**src/rtl/img_rom_scan_ctrl_if.sv**
```systemverilog
// ROM read port plus pixel stream of img_rom_scan_ctrl, bundled with controller and sink views.
interface img_rom_scan_ctrl_if #(
    parameter int ADDR_WIDTH = 15,
    parameter int DATA_WIDTH = 8
);
    logic                  rom_en;
    logic [ADDR_WIDTH-1:0] rom_addr;
    logic [DATA_WIDTH-1:0] rom_data;
    logic                  m_valid;
    logic                  m_ready;
    logic [DATA_WIDTH-1:0] m_data;
    logic                  m_sof;
    logic                  m_eol;
    logic                  m_eof;

    modport master (
        output rom_en, rom_addr, m_valid, m_data, m_sof, m_eol, m_eof,
        input  rom_data, m_ready
    );

    modport slave (
        input  rom_en, rom_addr, m_valid, m_data, m_sof, m_eol, m_eof,
        output rom_data, m_ready
    );
endinterface

```
**src/rtl/img_rom_scan_ctrl.sv**
```systemverilog
// Raster-scans an image ROM into a valid/ready pixel stream with sof/eol/eof sideband.
// Optional macro IMG_SCAN_LOOP_EN: frames repeat back-to-back until reset.
module img_rom_scan_ctrl #(
    parameter int ADDR_WIDTH = 15,
    parameter int DATA_WIDTH = 8,
    parameter int IMG_W      = 128,
    parameter int IMG_H      = 125
) (
    input  logic               clk,
    input  logic               rst,
    input  logic               start,
    output logic               busy,
    output logic               done,
    img_rom_scan_ctrl_if.master bus
);
    localparam int XW = (IMG_W > 1) ? $clog2(IMG_W) : 1;
    localparam int YW = (IMG_H > 1) ? $clog2(IMG_H) : 1;
    localparam int EW = DATA_WIDTH + 3;
    localparam logic [XW-1:0] X_LAST = XW'(IMG_W - 1);
    localparam logic [YW-1:0] Y_LAST = YW'(IMG_H - 1);

    typedef enum logic [1:0] {
        IDLE  = 2'd0,
        SCAN  = 2'd1,
        DRAIN = 2'd2,
        DONE  = 2'd3
    } state_t;

    state_t                r_state;
    logic [XW-1:0]         r_x;
    logic [YW-1:0]         r_y;
    logic [ADDR_WIDTH-1:0] r_addr;
    logic                  r_pend;
    logic [2:0]            r_pend_sb;
    logic [EW-1:0]         r_mem [0:1];
    logic                  r_rd_ptr;
    logic                  r_wr_ptr;
    logic [1:0]            r_count;

    logic                  w_valid;
    logic                  w_pop;
    logic [2:0]            w_occ;
    logic                  w_scan_act;
    logic                  w_issue;
    logic                  w_last;
    logic [EW-1:0]         w_head;

    // {sof, eol, eof} for the pixel at (x, y)
    function automatic logic [2:0] sideband(input logic [XW-1:0] x, input logic [YW-1:0] y);
        return {(x == '0) && (y == '0), (x == X_LAST), (x == X_LAST) && (y == Y_LAST)};
    endfunction

    assign w_valid = (r_count != 2'd0);
    assign w_pop   = w_valid & bus.m_ready;
    // Occupancy once this cycle's pop and the arriving pixel settle; a new read fits if below 2.
    assign w_occ   = {1'b0, r_count} + {2'b00, r_pend} - {2'b00, w_pop};
`ifdef IMG_SCAN_LOOP_EN
    assign w_scan_act = (r_state == SCAN) || (r_state == DONE);
`else
    assign w_scan_act = (r_state == SCAN);
`endif
    assign w_issue = w_scan_act && (w_occ < 3'd2);
    assign w_last  = (r_x == X_LAST) && (r_y == Y_LAST);
    assign w_head  = r_mem[r_rd_ptr];

    // Scan counters, in-flight tracking, output FIFO and frame FSM
    always_ff @(posedge clk) begin
        if (rst) begin
            r_state   <= IDLE;
            r_x       <= '0;
            r_y       <= '0;
            r_addr    <= '0;
            r_pend    <= 1'b0;
            r_pend_sb <= 3'b000;
            r_rd_ptr  <= 1'b0;
            r_wr_ptr  <= 1'b0;
            r_count   <= 2'd0;
        end else begin
            if (w_issue) begin
                r_pend_sb <= sideband(r_x, r_y);
                if (w_last) begin
                    r_x    <= '0;
                    r_y    <= '0;
                    r_addr <= '0;
                end else if (r_x == X_LAST) begin
                    r_x    <= '0;
                    r_y    <= r_y + YW'(1);
                    r_addr <= r_addr + ADDR_WIDTH'(1);
                end else begin
                    r_x    <= r_x + XW'(1);
                    r_addr <= r_addr + ADDR_WIDTH'(1);
                end
            end
            r_pend <= w_issue;

            if (r_pend) begin
                r_mem[r_wr_ptr] <= {r_pend_sb, bus.rom_data};
                r_wr_ptr        <= ~r_wr_ptr;
            end
            if (w_pop) begin
                r_rd_ptr <= ~r_rd_ptr;
            end
            r_count <= w_occ[1:0];

            case (r_state)
                IDLE: begin
                    if (start) begin
                        r_state <= SCAN;
                    end
                end
                SCAN: begin
                    if (w_issue && w_last) begin
`ifdef IMG_SCAN_LOOP_EN
                        r_state <= DONE;
`else
                        r_state <= DRAIN;
`endif
                    end
                end
                DRAIN: begin
                    if (w_occ == 3'd0) begin
                        r_state <= DONE;
                    end
                end
                DONE: begin
`ifdef IMG_SCAN_LOOP_EN
                    // Next frame is already issuing here; only a one-pixel image ends again at once.
                    if (w_issue && w_last) begin
                        r_state <= DONE;
                    end else begin
                        r_state <= SCAN;
                    end
`else
                    r_state <= IDLE;
`endif
                end
                default: r_state <= IDLE;
            endcase
        end
    end

    assign busy         = (r_state != IDLE);
    assign done         = (r_state == DONE);
    assign bus.rom_en   = w_issue;
    assign bus.rom_addr = r_addr;
    assign bus.m_valid  = w_valid;
    assign bus.m_data   = w_valid ? w_head[DATA_WIDTH-1:0] : {DATA_WIDTH{1'b0}};
    assign bus.m_sof    = w_valid & w_head[EW-1];
    assign bus.m_eol    = w_valid & w_head[EW-2];
    assign bus.m_eof    = w_valid & w_head[EW-3];
endmodule

```
**src/flat_wrapper.sv**
```systemverilog
// flat-port wrapper written by rule: the top's interface ports become plain ports
module img_rom_scan_ctrl_flat 
#(
    parameter int ADDR_WIDTH = 15,
    parameter int DATA_WIDTH = 8,
    parameter int IMG_W      = 128,
    parameter int IMG_H      = 125
)
  (clk, rst, start, busy, done, bus_rom_en, bus_rom_addr, bus_m_valid, bus_m_data, bus_m_sof, bus_m_eol, bus_m_eof, bus_rom_data, bus_m_ready);
  img_rom_scan_ctrl_if #(.ADDR_WIDTH(ADDR_WIDTH), .DATA_WIDTH(DATA_WIDTH)) bus_i ();
  input  logic clk;
  input  logic rst;
  input  logic start;
  output logic busy;
  output logic done;
  output wire logic [$bits(bus_i.rom_en)-1:0] bus_rom_en;
  output wire logic [$bits(bus_i.rom_addr)-1:0] bus_rom_addr;
  output wire logic [$bits(bus_i.m_valid)-1:0] bus_m_valid;
  output wire logic [$bits(bus_i.m_data)-1:0] bus_m_data;
  output wire logic [$bits(bus_i.m_sof)-1:0] bus_m_sof;
  output wire logic [$bits(bus_i.m_eol)-1:0] bus_m_eol;
  output wire logic [$bits(bus_i.m_eof)-1:0] bus_m_eof;
  input wire logic [$bits(bus_i.rom_data)-1:0] bus_rom_data;
  input wire logic [$bits(bus_i.m_ready)-1:0] bus_m_ready;
  assign bus_rom_en = bus_i.rom_en;
  assign bus_rom_addr = bus_i.rom_addr;
  assign bus_m_valid = bus_i.m_valid;
  assign bus_m_data = bus_i.m_data;
  assign bus_m_sof = bus_i.m_sof;
  assign bus_m_eol = bus_i.m_eol;
  assign bus_m_eof = bus_i.m_eof;
  assign bus_i.rom_data = bus_rom_data;
  assign bus_i.m_ready = bus_m_ready;
  img_rom_scan_ctrl #(.ADDR_WIDTH(ADDR_WIDTH), .DATA_WIDTH(DATA_WIDTH), .IMG_W(IMG_W), .IMG_H(IMG_H)) u_core (.clk(clk), .rst(rst), .start(start), .busy(busy), .done(done), .bus(bus_i));
endmodule
```
**config.mk**
```make
export PLATFORM = sky130hd
export DESIGN_NAME = img_rom_scan_ctrl_flat
export DESIGN_NICKNAME = d
export VERILOG_FILES = /design/src/rtl/img_rom_scan_ctrl_if.sv /design/src/rtl/img_rom_scan_ctrl.sv /design/src/flat_wrapper.sv
export SDC_FILE = /design/constraint.sdc
export NUM_CORES = 1
export LEC_CHECK = 0
export BUFFER_PORTS_ARGS = -buffer_cell sky130_fd_sc_hd__clkbuf_2
export CORE_MARGIN = 3
export CORE_UTILIZATION = 60
export DETAILED_ROUTE_END_ITERATION = 6
export MAX_ROUTING_LAYER = met4
export PLACE_DENSITY = 0.84
export SLEW_MARGIN = 20
export SYNTH_ARGS = -nofsm -noshare
export SYNTH_HDL_FRONTEND = slang
export SYNTH_SLANG_ARGS = --single-unit
```
**constraint.sdc**
```tcl
create_clock -name clk -period 7.6 [get_ports clk]
set_clock_uncertainty 0.15 [all_clocks]
set_input_delay 0 -clock clk [delete_from_list [all_inputs] [get_ports clk]]
set_output_delay 0 -clock clk [all_outputs]
set_load 0.03 [all_outputs]
```
==> impl_results.html <==
<table>
<tr><th>Metric</th><th>Value</th></tr>
<tr><th colspan="2">Worst setup path</th></tr>
<tr><td>Crit. End Element</td><td>register</td></tr>
<tr><td>Crit-path slowest cell</td><td>nor2_1</td></tr>
<tr><td>Worst reg2reg startpoint</td><td>u_core.r_count[1]</td></tr>
<tr><td>Worst setup slack for register-to-register paths</td><td>3.10 ns</td></tr>
<tr><td>Data required time of the worst path</td><td>7.72 ns</td></tr>
<tr><td>Critical Path Most Common Cell</td><td>ha_1</td></tr>
<tr><td>Worst EP arrival</td><td>4.63 ns</td></tr>
<tr><td>Worst setup SP type</td><td>register</td></tr>
<tr><td>FF-to-FF End</td><td>u_core.r_state[0]</td></tr>
<tr><td>Worst Reg2Reg Path Length in Cells</td><td>12</td></tr>
<tr><td>Cell chain of the critical path</td><td>nor2_1 &gt; nor2b_1 &gt; ha_1 &gt; inv_1 &gt; ha_1 &gt; fa_1 &gt; nand2b_1 &gt; or4_4 &gt; o21ai_1 &gt; a21oi_1 &gt; a311oi_1 &gt; dlygate4sd3_1</td></tr>
<tr><td>Largest stage delay, worst path</td><td>0.65 ns</td></tr>
<tr><td>Critical-path maximum fanout</td><td>13</td></tr>
<tr><td>Kind of critical path</td><td>register to register</td></tr>
<tr><th colspan="2">Clocking</th></tr>
<tr><td>PostCTS Resize Cnt</td><td>0</td></tr>
<tr><td>H-Tree Level Count</td><td>3</td></tr>
<tr><td>Setup repair bufs after CTS</td><td>0</td></tr>
<tr><td>Bufs on Longest Clock Path</td><td>2</td></tr>
<tr><td>Sinks on the clock net</td><td>62</td></tr>
<tr><td>CTS tree</td><td>done</td></tr>
<tr><td>Number of hold buffers added after CTS</td><td>12</td></tr>
<tr><td>CTS Buf Count</td><td>9</td></tr>
<tr><td>Clock-pin slew of the registers on the worst-case setup and hold paths</td><td>0.08 ns</td></tr>
<tr><td>Later-pin clock latency in the skew report</td><td>0.34 ns</td></tr>
<tr><td>Buffer type at the clock tree root</td><td>clkbuf_8</td></tr>
<tr><th colspan="2">Outcome</th></tr>
<tr><td>Result of the run</td><td>finished clean</td></tr>
<tr><th colspan="2">Place</th></tr>
<tr><td>Gpl congestion</td><td>0.894</td></tr>
<tr><td>Post-placement cell count</td><td>351</td></tr>
<tr><td>HPWL after detailed placement</td><td>3690 µm</td></tr>
<tr><td>Worst slack at placement</td><td>3.39 ns</td></tr>
<tr><td>Port-buffer cells</td><td>41</td></tr>
<tr><th colspan="2">Global route</th></tr>
<tr><td>Via count of the first global-routing pass</td><td>2,047</td></tr>
<tr><td>Initial antenna violation count</td><td>0</td></tr>
<tr><td>Overflow left after global routing</td><td>0</td></tr>
<tr><td>Total global-route track usage</td><td>23.3%</td></tr>
<tr><td>Wire length of the first global-routing pass</td><td>9140 µm</td></tr>
<tr><td>Pin count of the biggest net entering global routing</td><td>24</td></tr>
<tr><th colspan="2">Floorplan</th></tr>
<tr><td>Initial Util</td><td>65.0%</td></tr>
<tr><td>Boundary Pins</td><td>42</td></tr>
<tr><td>Core outline area</td><td>4170 µm²</td></tr>
<tr><td>Die extent in y</td><td>73.3 µm</td></tr>
<tr><td>Number of standard-cell rows in the floorplan</td><td>23</td></tr>
<tr><td>DIE WIDTH</td><td>73.3 µm</td></tr>
<tr><td>Die area</td><td>5370 µm²</td></tr>
<tr><th colspan="2">Logic synthesis</th></tr>
<tr><td>Cell taking the most area after synthesis</td><td>dfxtp_1</td></tr>
<tr><td>Most frequent cells after synthesis</td><td>45 x nor2_1, 40 x dfxtp_1, 22 x edfxtp_1, 19 x nand2_1, 17 x xor2_1</td></tr>
<tr><td>Synthesized area divided by synthesized cell count</td><td>10.2 µm²</td></tr>
<tr><td>Post-synthesis instance total</td><td>266</td></tr>
<tr><td>Total of flip-flops plus latches after synthesis</td><td>62</td></tr>
<tr><td>Cell with the most instances after synthesis</td><td>nor2_1</td></tr>
<tr><td>Yosys warns</td><td>0</td></tr>
<tr><td>Most area-consuming cells after synthesis</td><td>dfxtp_1 30%, edfxtp_1 24%, nor2_1 6.2%</td></tr>
<tr><td>Proportion of synthesized chip area in sequential cells</td><td>53.8%</td></tr>
<tr><td>Netlist cell types</td><td>35</td></tr>
<tr><td>Most used flip-flop cell after synthesis</td><td>dfxtp_1</td></tr>
<tr><td>Ys async rst share</td><td>0%</td></tr>
<tr><td>Net count of the mapped netlist</td><td>291</td></tr>
<tr><td>Synth Cell Area</td><td>2710 µm²</td></tr>
<tr><td>Number of enable-type register cells in the synthesized netlist</td><td>22</td></tr>
<tr><td>Area share of the largest cell type after synthesis</td><td>29.5%</td></tr>
<tr><th colspan="2">STA</th></tr>
<tr><td>Share of the clock period used by the worst path</td><td>59.2%</td></tr>
<tr><td>Min setup slack post-route</td><td>3.10 ns</td></tr>
<tr><td>Relative max-transition margin</td><td>43.6%</td></tr>
<tr><td>Max frequency</td><td>222 MHz</td></tr>
<tr><td>Final hold violation count</td><td>0</td></tr>
<tr><td>Total negative setup slack</td><td>0 ns</td></tr>
<tr><td>Unrepaired setup endpoints after global routing</td><td>false</td></tr>
<tr><td>Total setup violations reported at the end of the flow</td><td>0</td></tr>
<tr><td>Hold_ws</td><td>0.233 ns</td></tr>
<tr><td>Worst Tran Pin Value</td><td>0.846 ns</td></tr>
<tr><td>Min Tclk post-route</td><td>4.50 ns</td></tr>
<tr><td>Final Slew Violations</td><td>0</td></tr>
<tr><th colspan="2">Routing</th></tr>
<tr><td>First DRT Iteration DRCs</td><td>96</td></tr>
<tr><td># DRC</td><td>0</td></tr>
<tr><td>Total Wirelength</td><td>5490 µm</td></tr>
<tr><td>Count of vias placed by the detailed router</td><td>2,076</td></tr>
<tr><td>Final antenna-violating net count</td><td>0</td></tr>
<tr><td>Via/cell ratio</td><td>5.48</td></tr>
<tr><td>Number of detailed-route iterations in the first pass</td><td>4</td></tr>
<tr><td>Detailed-route wire length per cell</td><td>14.5 µm</td></tr>
<tr><th colspan="2">Layout</th></tr>
<tr><td>Area of the multi-input gates</td><td>1170 µm²</td></tr>
<tr><td>Fraction of layout cells with a size suffix above 1</td><td>18.2%</td></tr>
<tr><td>Count of filler cells inserted in the layout</td><td>276</td></tr>
<tr><td>Synthesis-to-layout area growth</td><td>20.9%</td></tr>
<tr><td>Final cell utilization of the core</td><td>78.6%</td></tr>
<tr><td>Number of standard cells in the layout, taps in and fillers out</td><td>379</td></tr>
<tr><td>Net count reported at finish</td><td>349</td></tr>
<tr><td>Register area</td><td>1460 µm²</td></tr>
<tr><td>Antenna cell count</td><td>0</td></tr>
<tr><th colspan="2">Power and ir drop</th></tr>
<tr><td>Maximum ir drop on the vdd rail</td><td>0.000226 V</td></tr>
<tr><td>PwrDens</td><td>328 nW/µm²</td></tr>
<tr><td>Leakage power total</td><td>0.00129 µW</td></tr>
<tr><th colspan="2">Worst hold path</th></tr>
<tr><td>Classification of the worst-slack hold path</td><td>input port to register</td></tr>
<tr><td>End of the worst hold path</td><td>u_core.r_mem[1][5]</td></tr>
<tr><td>Min-Delay Startpoint</td><td>bus_rom_data[5]</td></tr>
<tr><td>Cell depth of the worst hold path</td><td>2</td></tr>
<tr><th colspan="2">Flow run</th></tr>
<tr><td>Max-cap viol count</td><td>0</td></tr>
</table>
## report_power, final
group	internal [µW]	switching (µW)	leakage (µW)
clock	152	131	0.0000976
combinational	125	258	0.000666
sequential	377	33.5	0.000528
## per-layer routing
layer  global-route usage (%)  vias to the layer above  share of wire, %
li1                         -                     1033                 -
met1                     25.4                      985                42
met2                     39.8                       53                52
met3                     6.84                        5               5.6
met4                     8.81                        0              0.80
met5                        -                        -                 0
## cells by family (layout without fill, tap and decap cells)
group | count (synthesis) | after routing | synth area share (%)
multiplexers | 11 | 11 | 4.06
XOR/XNOR | 26 | 26 | 8.39
buffers and inverters | 22 | 85 | 3.14
AND/OR/NAND/NOR | 111 | 111 | 20.0
flip-flops | 62 | 62 | 53.8
AO/OA/AOI/OAI | 21 | 21 | 4.29
adder cells (fa/ha/maj) | 13 | 13 | 6.27
## placed cells by master (no fill, tap or decap), types with 10 or more instances in the layout
| cell | instances |
|---|---|
| a21oi_1 | 14 |
| clkbuf_2 | 41 |
| dfxtp_1 | 40 |
| dlygate4sd3_1 | 12 |
| edfxtp_1 | 22 |
| ha_1 | 12 |
| inv_1 | 14 |
| mux2i_1 | 11 |
| nand2_1 | 19 |
| nand4_1 | 10 |
| nor2_1 | 45 |
| xor2_1 | 17 |
## sequential cells by signal, indices dropped and copies added, names as in the netlist, named ones only
name and count:
u_core.r_pend 1, u_core.r_count 2, u_core.r_pend_sb 3, u_core.r_y 7
u_core.r_wr_ptr 1, u_core.bus.rom_addr 15, u_core.r_state 2, u_core.r_x 7
u_core.r_rd_ptr 1, u_core.r_mem 22
## worst max-delay path, delay by kind of cell (launching register included)
kind,cells,cell delay [ns]
simple gates,4,1.61
buf+inv,2,0.63
flops,1,0.36
fa+ha+maj,3,0.99
compound gates,3,0.72
## through the flow
step,instance area [µm²],power (µW)
after CTS,3280,1080
after floorplan,2710,694
after global placement,2960,774
after global routing,3280,1140
final,3280,1080
after detailed placement,2960,788
## cell type report
class | instances | share of cell area, %
Sequential cell | 62 | 44.5
Multi-Input combinational cell | 182 | 35.6
Timing Repair Buffer | 55 | 10.4
Clock buffer | 9 | 3.78
Clock inverter | 7 | 2.21
Tap cell | 50 | 1.91
Inverter | 14 | 1.60
## worst max-delay path by stage
stage	slack (ns)	endpoint	depth (start not counted)	from
2_1_floorplan	4.46	u_core.r_y[5]	11	u_core.r_count[1]
3_3_place_gp	3.52	u_core.bus.rom_addr[14]	11	u_core.r_count[1]
3_5_place_dp	3.39	u_core.r_x[4]	11	u_core.r_count[1]
4_1_cts	3.22	u_core.r_state[0]	12	u_core.r_count[1]
5_1_grt	2.84	u_core.r_state[0]	12	u_core.r_count[1]
6_report	3.10	u_core.r_state[0]	12	u_core.r_count[1]
No activity file was read; power rests on OpenSTA's default activity.
